`config.mk`:
```
export PLATFORM = sky130hd
export DESIGN_NAME = writeback_stage
export DESIGN_NICKNAME = d
export VERILOG_FILES = /design/src/rtl/writeback_stage.sv
export SDC_FILE = /design/constraint.sdc
export NUM_CORES = 1
export LEC_CHECK = 0
export BUFFER_PORTS_ARGS = -buffer_cell sky130_fd_sc_hd__buf_2
export CORE_MARGIN = 2
export CORE_UTILIZATION = 50
export CTS_BUF_LIST = sky130_fd_sc_hd__clkbuf_16
export DETAILED_ROUTE_END_ITERATION = 6
export PLACE_DENSITY = 0.82
export SLEW_MARGIN = 10
export SYNTH_ARGS = -nofsm -noshare
export SYNTH_HDL_FRONTEND = slang
export SYNTH_SLANG_ARGS = --single-unit
```
`constraint.sdc`:
```
create_clock -name clk -period 2.3 [get_ports clk]
set_clock_uncertainty 0.05 [all_clocks]
set_input_delay 0.115 -clock clk [delete_from_list [all_inputs] [get_ports clk]]
set_output_delay 0.115 -clock clk [all_outputs]
set_load 0.02 [all_outputs]
```
`src/rtl/writeback_stage.sv`:
```
// Writeback stage: MEM/WB register, load extraction, result select,
// and register-file write-port arbitration with a late-result buffer.
module writeback_stage #(
  parameter int DATA_WIDTH     = 32,
  parameter int REG_ADDR_WIDTH = 5
) (
  input  logic                      clk,
  input  logic                      rst,
  input  logic                      ValidM,
  input  logic                      RegWriteM,
  input  logic [1:0]                ResultSrcM,
  input  logic [2:0]                Funct3M,
  input  logic [REG_ADDR_WIDTH-1:0] RdM,
  input  logic [DATA_WIDTH-1:0]     ALUResultM,
  input  logic [DATA_WIDTH-1:0]     ReadDataM,
  input  logic [DATA_WIDTH-1:0]     PCPlus4M,
  input  logic [DATA_WIDTH-1:0]     ImmExtM,
  input  logic                      StallW,
  input  logic                      FlushW,
  input  logic                      LateValid,
  input  logic [REG_ADDR_WIDTH-1:0] LateRd,
  input  logic [DATA_WIDTH-1:0]     LateData,
  output logic                      LateReady,
  output logic                      RegWriteW,
  output logic [REG_ADDR_WIDTH-1:0] RdW,
  output logic [DATA_WIDTH-1:0]     ResultW,
  output logic                      PendValid,
  output logic [REG_ADDR_WIDTH-1:0] PendRd,
  output logic [63:0]               InstretW
);

  localparam int DW   = DATA_WIDTH;
  localparam int AW   = REG_ADDR_WIDTH;
  localparam int OFF  = $clog2(DW / 8);
  localparam bit IS64 = (DW == 64);

  typedef struct packed {
    logic          valid;
    logic          regwrite;
    logic [1:0]    src;
    logic [2:0]    funct3;
    logic [AW-1:0] rd;
    logic [DW-1:0] alu;
    logic [DW-1:0] rdata;
    logic [DW-1:0] pc4;
    logic [DW-1:0] imm;
  } mw_t;

  mw_t m;
  mw_t w;

  assign m = '{
    valid:    ValidM,
    regwrite: RegWriteM,
    src:      ResultSrcM,
    funct3:   Funct3M,
    rd:       RdM,
    alu:      ALUResultM,
    rdata:    ReadDataM,
    pc4:      PCPlus4M,
    imm:      ImmExtM
  };

  always_ff @(posedge clk) begin
    if (rst || FlushW) begin
      w <= '0;
    end else if (!StallW) begin
      w <= m;
    end
  end

  logic [OFF-1:0] lane;
  logic [DW-1:0]  bsh;
  logic [DW-1:0]  hsh;
  logic [DW-1:0]  wsh;
  logic [7:0]     lb;
  logic [15:0]    lh;
  logic [31:0]    lw;
  logic [DW-1:0]  ld;

  assign lane = w.alu[OFF-1:0];
  assign bsh  = w.rdata >> {lane, 3'b000};
  assign hsh  = w.rdata >> {lane[OFF-1:1], 4'b0000};
  // The word lane only exists in 64-bit builds.
  assign wsh  = IS64 ? (w.rdata >> {lane[OFF-1], 5'b00000})
                     : w.rdata;
  assign lb   = bsh[7:0];
  assign lh   = hsh[15:0];
  assign lw   = wsh[31:0];

  always_comb begin
    ld = w.rdata;
    unique case (1'b1)
      w.funct3 == 3'b000: ld = DW'($signed(lb));
      w.funct3 == 3'b001: ld = DW'($signed(lh));
      w.funct3 == 3'b010: ld = DW'($signed(lw));
      w.funct3 == 3'b100: ld = DW'(lb);
      w.funct3 == 3'b101: ld = DW'(lh);
      IS64 && w.funct3 == 3'b110: ld = DW'(lw);
      default: ld = w.rdata;
    endcase
  end

  logic [DW-1:0] res;

  always_comb begin
    res = w.alu;
    unique case (w.src)
      2'b00:   res = w.alu;
      2'b01:   res = ld;
      2'b10:   res = w.pc4;
      default: res = w.imm;
    endcase
  end

  logic          pend_valid;
  logic [AW-1:0] pend_rd;
  logic [DW-1:0] pend_data;
  logic          pipe_wr;
  logic          drain;

  assign pipe_wr = w.regwrite && (w.rd != '0);
  assign drain   = !pipe_wr && pend_valid;

  always_comb begin
    RegWriteW = pipe_wr;
    RdW       = w.rd;
    ResultW   = res;
    if (drain && pend_rd != '0) begin
      RegWriteW = 1'b1;
      RdW       = pend_rd;
      ResultW   = pend_data;
    end
  end

  assign LateReady = !pend_valid;
  assign PendValid = pend_valid;
  assign PendRd    = pend_rd;

  always_ff @(posedge clk) begin
    if (rst) begin
      pend_valid <= 1'b0;
      pend_rd    <= '0;
      pend_data  <= '0;
    end else if (LateValid && !pend_valid) begin
      pend_valid <= 1'b1;
      pend_rd    <= LateRd;
      pend_data  <= LateData;
    end else if (drain) begin
      pend_valid <= 1'b0;
    end
  end

  always_ff @(posedge clk) begin
    if (rst) begin
      InstretW <= '0;
    end else if (w.valid && !StallW) begin
      InstretW <= InstretW + 64'd1;
    end
  end

endmodule

```
**Word-level counts from Yosys, hierarchy flattened**

Index checks and enable logic that the tools add are counted.

- Output and inout port bits: 109
- Input bits: 182
- Logic and storage cells: 42
- Register bits: 242

- Muxes and demuxes: 7
- Shift-type cells: 2
- Reduce and logical (&&, ||, !) cells: 14
- Add/sub/neg operators: 1
- Eq/ne operators: 5

Operator list:

| cell | count |
|---|---|
| 32-bit one-hot mux with 4 select lines | 1 |
| 32-bit one-hot mux with 3 select lines | 1 |
| 64-bit by 1-bit adder with 64-bit output, second input constant | 1 |
| 32-bit two-way mux | 1 |
| 32-bit by 5-bit >> shifter with 16-bit output | 1 |
| 32-bit by 5-bit >> shifter with 8-bit output | 1 |
| 5-bit nonzero test | 2 |
| 3-bit == test, second input constant | 2 |
| 1-bit logical AND | 5 |
| 5-bit two-way mux | 1 |
| 3-bit by 1-bit == test with 1-bit output, second input constant | 1 |
| 1-bit logical NOT | 3 |
| 3-bit logical NOT | 1 |
| 1-bit two-way mux | 3 |
| 2-bit by 1-bit == test with 1-bit output, second input constant | 1 |
| 2-bit == test, second input constant | 1 |
| 2-bit logical NOT | 1 |
| 2-bit nonzero test | 1 |
| 1-bit logical OR | 1 |

**Longest topological paths before layout**

Gate-level depths: netlist of the first run.

- Depth in word-level cells: 6
- Depth in mapped cells: 8
- Depth with buffers taken out: 6

**Worst setup path after synthesis of the first run**

OpenSTA, ideal clock, no wires.

- Kind: register to output
- Start point: reg pend_rd[0] (netlist: PendRd[0])
- End point: out ResultW[12]
- Required time: 2135 ps
- Buffers on the path: 1
- Arrival time: 2087 ps
- Path slack: 48 ps
- Cell stages (with the launch flop): 6
- Cell sequence: dfxtp_1 > or4_1 > o211ai_2 > clkbuf_1 > o211ai_1 > o21ai_0

- Cells in the longest elaborated chain, start to end: 3

Ends and longest elaborated chain:

| what | RTL line | text |
|---|---|---|
| start: declaration | 117 | `logic [AW-1:0] pend_rd;` |
| start signal: assignment | 147 | `pend_rd <= LateRd;` |
| 5-bit nonzero test | 129 | `if (drain && pend_rd != '0) begin` |
| 1-bit logical AND | 129 |  |
| 32-bit two-way mux | 129 |  |
| end: declaration | 26 | `output logic [DATA_WIDTH-1:0] ResultW,` |

Every way passes these cells.

**Final worst setup path of the first run**

- Start point: reg w[129] (netlist name)
- End point: out ResultW[20]

- Cells in the longest elaborated chain, start to end: 6

Ends and longest elaborated chain:

| what | RTL line | text |
|---|---|---|
| start: declaration | 50 | `mw_t w;` |
| start signal: assignment | 68 | `w <= m;` |
| 5-bit nonzero test | 122 | `assign pipe_wr = w.regwrite && (w.rd != '0);` |
| 1-bit logical AND | 122 |  |
| 1-bit logical NOT | 123 | `assign drain = !pipe_wr && pend_valid;` |
| 1-bit logical AND | 123 |  |
| 1-bit logical AND | 129 |  |
| 32-bit two-way mux | 129 |  |

Every way passes these cells.

==> out/metrics.csv, run 1 <==
metric,value,unit
worstSetupStartpointType,register,
dieHeight,152.8,um
antenna_found_initial,5,
finalHoldViolCount,0,
synthCells,1306,
via_per_inst,5.982,
grt_util_met3,6.456,%
outcome,"complete, but fails checks",
placedCellCount,1831,
slowest_delay,0.54,ns
grt_util_all_layers,34.63,%
finalInstanceArea,16510,um2
drv_slew,0,
grt_pass1_wl,65640,um
grt_pass1_vias,12380,
cp.required,2.13,ns
grt_max_degree,122,
fin_util,75.87,%
gr-usage-met2,59.68,%
clk_pin_slew,0.07,ns
yosys.area.top_type,dfxtp_1,
layout.nets,1955,
cpMaxStageDelayCell,or4_4,
finalSetupTns,-10.16,ns
maxCapViolCount,0,
violations,"DRC, setup timing",
die_w,152.8,um
p_int,8.121,mW
synthDistinctLibCells,52,
p_clk_share,45.2,%
dpl_cell_area,12960,um2
wl,43500,um
drc_errors,11,
fp-row-count,54,
syn-num-nets,1489,
cts_tree,built,
cts.path.max_buffers,3,
final_antenna_net_count,0,
pwr-share-comb,14.1,%
ys_seq_area_share,43.76,%
p_seq_share,40.8,%
fmax,376.8,MHz
p_sw,2.752,mW
root_buffer,clkbuf_16,
fin_crit,2.654,ns
final_cells,2077,
nFillCells,1361,
gr-total-overflow,0,
ctsHtreeMaxLevel,1,
pre_cts_ws,0.1461,ns
ys_async_sr_fraction,0,%
cts_buffers,27,
setup_slack,-0.3541,ns
vias,12425,
p_leak,7.110,nW
critPathCaptureType,output pin,
clk_latency,0.55,ns
core_area,21760,um2
busiest_layer,met2,
dp_hpwl,24830,um
setup_viol,38,
avgSynthCellArea,8.478,um2
holdCritPathClass,input pin to register,
yosys_register_bits,242,
ys.flop_type,dfxtp_1,
crit_chain,or4_4 > o21ai_4 > o211ai_4 > buf_12 > buf_16 > a21oi_2 > buf_4,
post-route-period-util,115.4,%
initial_core_util,50.89,%
io_pins,291,
synthTopCellsByArea,"dfxtp_1 44%, mux2i_1 14%, nor2_1 7.1%",
detail_route.iter0.violations,1107,
arrival,2.49,ns
io_buffers,290,
syn_area,11070,um2
dr.pass1.iters,7,
hold_slack,0.06329,ns
drive_gt1_share,27.46,%
relSlewSlack,25.75,%
synth_top_area_share,43.76,%
yosys_warnings,0,
cts.sinks,242,
grt_util_met1,40.05,%
wire_per_inst,20.94,um
p_sw_share,25.31,%
power,10.87,mW
areaGrowthSynthToFinish,49.09,%
setup.worst_path.class,register to output pin,
vdd_drop_max,495.8,uV
gp_congestion,0.9491,
synth-edff-count,0,
powerDensity,658.7,nW/um2
worst_pin_slew,1.114,ns
rsz0062_at_grt,true,
cp_max_fo,7,
dieArea,23350,um2
-- placed cells by master (no fill, tap or decap), types with 5 or more instances in the layout --
cell type,instances
nor2_4,11
buf_6,22
o21ai_1,9
xor2_1,17
a221o_1,15
inv_1,16
o211a_1,5
buf_12,6
o21ai_2,9
nand2_2,9
mux2i_1,152
or4_1,23
nor4_1,6
bufinv_16,8
or3_1,10
o221ai_1,7
o211ai_1,7
dfxtp_1,229
nor2_1,193
nor3_1,6
dfxtp_2,13
buf_2,250
nor2_2,5
nand4_1,22
a21oi_1,107
dlygate4sd3_1,177
and3_1,7
nand3_1,23
o2bb2ai_1,14
clkinvlp_4,5
diode_2,5
nand2_1,141
o21ai_0,47
clkbuf_16,28
o31ai_1,23
xnor2_1,12
a21oi_2,10
o22ai_1,8
buf_4,67
-- path summary, 6_finish.rpt --
check / from / endpoint / slack (ns) / cells after the start
max: w[129]$_SDFFE_PP0N_ / ResultW[20] / -0.35 / 7
min: LateValid / PendRd[1]$_SDFFE_PP0P_ / 0.06 / 5
max reg2reg: InstretW[29]$_SDFFE_PP0P_ / InstretW[58]$_SDFFE_PP0P_ / 0.11 / 6
min reg2reg: pend_data[14]$_SDFFE_PP0P_ / pend_data[14]$_SDFFE_PP0P_ / 0.41 / 2
-- power by group through the flow --
stage          registers (mW)  clock network, mW  logic (mW)
2_1_floorplan            4.47                  0       0.621
4_1_cts                  4.41               4.91        1.40
6_report                 4.43               4.91        1.53
5_1_grt                  4.43               5.09        1.60
3_5_place_dp             4.49                  0        1.03
3_3_place_gp             4.49                  0        1.01
-- Yosys cell counts (all sizes together) (6+ instances only) --
cell	count
dfxtp	242
nor2	209
nand2	153
mux2i	152
a21oi	121
clkbuf	68
o21ai	67
or4	26
nand4	25
buf	24
nand3	23
o31ai	23
xor2	17
o2bb2ai	16
a221o	15
inv	15
xnor2	12
nor4	10
or3	10
nor3	8
o211ai	8
o22ai	8
and3	7
o221ai	7
o211a	6
-- logic make-up (layout without fill, tap and decap cells) --
family / after synthesis / count (layout) / synth area share, %
buffers and inverters: 108 / 594 / 3.763
AOI/OAI and AO/OA: 278 / 278 / 15.38
and+or+nand+nor: 494 / 494 / 20.75
other: 0 / 5 / 0
DFF: 242 / 242 / 43.76
adders and majority gates: 1 / 1 / 0.1130
xor gates and xnor gates: 29 / 29 / 2.294
muxes: 154 / 154 / 13.95
-- critical path: cells and delay by family (launching register included) --
| family | cells | cell delay (ns) |
|---|---|---|
| buffers and inverters | 3 | 0.52 |
| and+or+nand+nor | 1 | 0.54 |
| AOI/OAI and AO/OA | 3 | 0.54 |
| DFF | 1 | 0.32 |
-- registers in the layout, indices dropped and copies added, names as in the netlist --
| register | count |
|---|---|
| InstretW | 64 |
| PendRd | 5 |
| PendValid | 1 |
| lane | 2 |
| lw | 32 |
| pend_data | 32 |
| w | 106 |
-- final cells by class --
| cell class | instances | area (um2) | share of cell area [%] |
|---|---|---|---|
| Timing Repair Buffer | 529 | 4058 | 24.58 |
| Tap cell | 280 | 350.3 | 2.122 |
| Clock inverter | 22 | 329.1 | 1.993 |
| Multi-Input combinational cell | 956 | 6161 | 37.32 |
| Clock buffer | 27 | 675.6 | 4.093 |
| Inverter | 16 | 60.06 | 0.3638 |
| Antenna cell | 5 | 12.51 | 0.07580 |
| Sequential cell | 242 | 4861 | 29.45 |
-- repair_timing --
action / 4_1_cts / 5_1_grt
hold endpoints to repair: 177 / 0
gates resized for setup: 133 / 56
pin swaps: 12 / 12
setup buffers: 6 / 5
hold buffers: 177 / 0
cloned: 5 / 1
endpoints found under the setup margin: 38 / 44
-- per-layer routing --
metal,vias to the layer above,wire [um],part of all wire [%]
met5,-,0,0
met4,0,3167,7.3
met3,254,3273,7.5
met2,765,20860,48
met1,5844,16200,37
li1,5562,-,-
Power figures use the tool's default switching activity.
==> inputs of run 2 (changes only) <==
- PLACE_DENSITY: 0.82 -> 0.76
==> run 2 against run 1 <==
Effect of this change: the flow finishes with violations (setup timing); global-route usage is 0.80 points lower; count of clock-buffer cells in the layout stayed put; via count down 3.4%; critical endpoint is now RdW[2].
==> out/metrics.csv, run 2 (synthesis results as in run 1) <==
metric,value,unit
hold_slack,0.1069,ns
die_w,152.8,um
cp_max_fo,10,
cts_buffers,26,
cp.required,2.13,ns
final_cells,2077,
vdd_drop_max,590.8,uV
critPathCaptureType,output pin,
pwr-share-comb,15.0,%
drive_gt1_share,27.94,%
p_int,7.530,mW
ff2ff_setup_slack,0.16,ns
finalSetupTns,-7.394,ns
layout.nets,1957,
wire_per_inst,20.12,um
largest_register_ffs,106,
initial_core_util,50.89,%
setup_slack,-0.2877,ns
multi_input_area,6251,um2
p_seq_share,43.6,%
detail_route.iter0.violations,829,
drc_errors,0,
relSlewSlack,25.05,%
placedCellCount,1836,
worst_pin_slew,1.124,ns
final_common_cell,buf_2,
nFillCells,1468,
antenna_found_initial,4,
dp_hpwl,24910,um
setup.worst_path.class,register to output pin,
outcome,"complete, but fails checks",
cts.sinks,242,
final_antenna_net_count,0,
vias,12006,
fin_crit,2.588,ns
regArea,4863,um2
grt_util_all_layers,33.83,%
ctsHtreeMaxLevel,1,
p_sw_share,25.76,%
gp_congestion,0.9688,
clk_pin_slew,0.06,ns
grt_max_degree,112,
dieHeight,152.8,um
drv_slew,0,
reg.largest.list,"w (106), InstretW (64)",
grt_pass1_wl,64050,um
gr-total-overflow,0,
dieArea,23350,um2
rsz0062_at_grt,true,
grt_pass1_vias,11894,
setup_viol,38,
p_leak,7.076,nW
p_sw,2.614,mW
areaGrowthSynthToFinish,48.85,%
largest-register,w,
dr.pass1.iters,5,
worstSetupStartpointType,register,
cts.path.max_buffers,3,
clk_latency,0.52,ns
wl,41800,um
io_pins,291,
dpl_cell_area,13000,um2
io_buffers,290,
p_clk_share,41.4,%
violations,setup timing,
root_buffer,clkbuf_16,
layout_common_cells,"250 x buf_2, 229 x dfxtp_1, 192 x nor2_1, 177 x dlygate4sd3_1, 152 x mux2i_1",
arrival,2.42,ns
cts_tree,built,
power,10.14,mW
finalHoldViolCount,0,
maxCapViolCount,0,
via_per_inst,5.780,
powerDensity,615.5,nW/um2
fmax,386.4,MHz
finalInstanceArea,16480,um2
holdCritPathClass,input pin to register,
core_area,21760,um2
post-route-period-util,112.5,%
fp-row-count,54,
## run 2: layout make-up
type / count / share of cell area, %
Sequential cell: 242 / 29.51
Tap cell: 280 / 2.126
Multi-Input combinational cell: 956 / 37.93
Antenna cell: 4 / 0.06073
Clock inverter: 20 / 1.040
Clock buffer: 27 / 4.100
Inverter: 16 / 0.3644
Timing Repair Buffer: 532 / 24.87
## run 2: final timing paths
check,startpoint,end,depth (start not counted)
min reg2reg,pend_data[10]$_SDFFE_PP0P_,pend_data[10]$_SDFFE_PP0P_,2
max reg2reg,InstretW[1]$_SDFFE_PP0P_,InstretW[34]$_SDFFE_PP0P_,6
min,LateValid,pend_data[5]$_SDFFE_PP0P_,5
max,w[128]$_SDFFE_PP0N_,RdW[2],7
## run 2: power groups by stage
stage / clock network (mW) / logic [mW] / registers, mW
floorplan: 0 / 0.621 / 4.47
global placement: 0 / 1.01 / 4.49
detailed placement: 0 / 1.02 / 4.49
CTS: 4.22 / 1.38 / 4.41
global route: 4.38 / 1.61 / 4.43
finish: 4.20 / 1.53 / 4.42
## run 2: per-layer routing
metal | share of wire [%] | wire, um | vias up | global-route usage (%)
met5 | 0 | 0 | - | 0
met4 | 6.0 | 2499 | 0 | 18.34
met3 | 7.2 | 2993 | 174 | 6.086
met2 | 48 | 20110 | 650 | 57.59
met1 | 39 | 16190 | 5602 | 40.58
li1 | - | - | 5580 | -
## run 2: worst max-delay path, stage by stage (launching register included)
cell and delay (ns):
dfxtp_2 0.32, or4_4 0.54, o21ai_4 0.19, o211ai_4 0.12, buf_12 0.19, buf_16 0.17, a32o_2 0.24, buf_6 0.13
## run 2: stage by stage
step	utilization, %	worst slack (ns)
floorplan	-	0.04781
global placement	59.74	0.06254
detailed placement	59.74	0.03879
CTS	74.11	-0.2747
global route	75.75	-0.3406
finish	75.75	-0.2877
## run 2: what timing repair did
item | CTS | global route
hold endpoints to repair | 177 | 0
pin swaps | 9 | 10
resized for setup | 126 | 79
cloned | 5 | 0
hold buffers | 177 | 0
setup buffers | 5 | 3
setup endpoints to repair | 38 | 48
==> inputs of run 3 (changes only) <==
- MAX_ROUTING_LAYER: default -> met4
==> run 3 against run 2 <==
Effect of this change: the run still ends with setup timing left; global-route usage down 0.29 points; power fell by 0.36%; clock power increased by 1%; sequential power barely moved; wire length decreased by 3.2%; via count fell by 1.0%; sequential share of layout area increased by 0.64 points; critical path depth is the same; cell count decreased by 0.39%; combinational power down 6%; worst hold slack got worse by 0.034 ns; count of clock-buffer cells in the layout is the same; largest cell class unchanged.
==> out/metrics.csv, run 3 (synthesis results as in run 1) <==
metric,value,unit
finalHoldViolCount,0,
setup_viol,38,
wire_per_inst,19.55,um
worst-path-buf-inv,3,
dp_hpwl,25050,um
layout_common_cells,"258 x buf_2, 233 x dfxtp_1, 202 x nor2_1, 177 x dlygate4sd3_1, 152 x mux2i_1",
worst_pin_slew,1.143,ns
layout.nets,1951,
root_buffer,clkbuf_16,
drive_gt1_share,25.69,%
fin_crit,2.636,ns
p_sw,2.605,mW
violations,setup timing,
path_delay_family,compound AO/OA/AOI/OAI gates,
rsz0062_at_grt,true,
relSlewSlack,23.81,%
powerDensity,627.5,nW/um2
rr_worst_depth,6,
final_antenna_net_count,0,
fmax,379.3,MHz
cts.path.max_buffers,3,
grt_pass1_vias,11659,
r2r_start,InstretW[3]$_SDFFE_PP0P_,
finalInstanceArea,16110,um2
hold_slack,0.07274,ns
maxCapViolCount,0,
cts_tree,built,
holdCritPathClass,input pin to register,
die_w,152.8,um
fp-row-count,54,
ff2ff_setup_slack,0.13,ns
final_common_cell,buf_2,
cts_buffers,27,
grt_max_degree,141,
largest_register_ffs,106,
via_per_inst,5.744,
io_pins,291,
wl,40450,um
grt_util_all_layers,33.54,%
arrival,2.47,ns
cpMaxStageDelayCell,or4_4,
dieArea,23350,um2
grt_pass1_wl,61950,um
pre_cts_ws,0.08129,ns
antenna_found_initial,2,
dpl_cell_area,12980,um2
pwr-share-comb,14.2,%
cp_max_fo,5,
fin_util,74.03,%
cts.sinks,242,
p_leak,6.993,nW
detail_route.iter0.violations,970,
post-route-period-util,114.6,%
holdPathStages,5,
gr-total-overflow,0,
p_int,7.503,mW
critPathCaptureType,output pin,
dieHeight,152.8,um
p_seq_share,43.7,%
reg.largest.list,"w (106), InstretW (64)",
areaGrowthSynthToFinish,45.47,%
slowest_delay,0.55,ns
io_buffers,290,
clk_latency,0.54,ns
vias,11884,
hp-start,StallW,
clk_pin_slew,0.06,ns
dr.pass1.iters,5,
crit_chain,or4_4 > o211ai_4 > buf_12 > buf_6 > o211ai_1 > o21ai_1 > buf_4,
hold_end,InstretW[0]$_SDFFE_PP0P_,
core_area,21760,um2
initial_core_util,50.89,%
p_sw_share,25.77,%
outcome,"complete, but fails checks",
worstSetupStartpointType,register,
ctsHtreeMaxLevel,1,
vdd_drop_max,713.0,uV
setup.worst_path.class,register to output pin,
finalSetupTns,-8.854,ns
drv_slew,0,
setup_slack,-0.3364,ns
largest-register,w,
p_clk_share,42.1,%
drc_errors,0,
r2r_end,InstretW[53]$_SDFFE_PP0P_,
cp.required,2.13,ns
gp_congestion,0.9798,
run 3: how the worst max path moves through the flow:
stage                           start           to  slack, ns  depth (start not counted)
2_1_floorplan  PendRd[0]$_SDFFE_PP0P_  ResultW[12]       0.05                          5
5_1_grt           w[130]$_SDFFE_PP0N_  ResultW[11]      -0.38                          8
3_5_place_dp   PendRd[0]$_SDFFE_PP0P_   ResultW[4]       0.08                          5
3_3_place_gp   PendRd[0]$_SDFFE_PP0P_   ResultW[4]       0.07                          5
6_report       PendRd[2]$_SDFFE_PP0P_  ResultW[11]      -0.34                          7
4_1_cts           w[132]$_SDFFE_PP0N_       RdW[2]      -0.31                          7
run 3: layout make-up:
type                    instances  area, um2
diodes                          2      5.005
well taps                     280      350.3
clock buffers                  27      675.6
flip-flops and latches        242       4856
inverters                      16      60.06
fillers                      1521       5649
clock inverters                21      183.9
multi-input cells             956       6017
repair buffers                525       3959
run 3: per-layer routing:
| layer | vias up | track usage, % | wire length, um |
|---|---|---|---|
| li1 | 5556 | - | - |
| met1 | 5589 | 40.39 | 16100 |
| met2 | 593 | 56.72 | 19830 |
| met3 | 146 | 4.608 | 2671 |
| met4 | 0 | 13.67 | 1848 |
| met5 | - | - | 0 |
run 3: what timing repair did:
item                                    CTS  global route
gates cloned                              1             2
resized for setup                        83            45
endpoints found under the setup margin   38            44
hold endpoints to repair                177             0
buffers inserted                          4             3
pin swaps                                 7             9
hold buffers                            177             0
run 3: power groups by stage:
stage / Sequential, mW / Combinational, mW / Clock, mW
3_5_place_dp: 4.49 / 1.03 / 0
3_3_place_gp: 4.49 / 1.01 / 0
5_1_grt: 4.42 / 1.52 / 4.45
6_report: 4.42 / 1.44 / 4.25
4_1_cts: 4.40 / 1.33 / 4.28
2_1_floorplan: 4.47 / 0.621 / 0
run 3: tightest hold or removal path: cells and delay by family:
| family | cells | cell delay, ns |
|---|---|---|
| AND/OR/NAND/NOR | 2 | 0.10 |
| buffers and inverters | 2 | 0.27 |
| XOR/XNOR | 1 | 0.14 |
run 3: through the flow:
stage               instances  power (mW)
finish                   2069       10.11
global route             2069       10.40
CTS                      2062       10.02
detailed placement       1832       5.519
global placement         1832       5.502
floorplan                1306       5.086
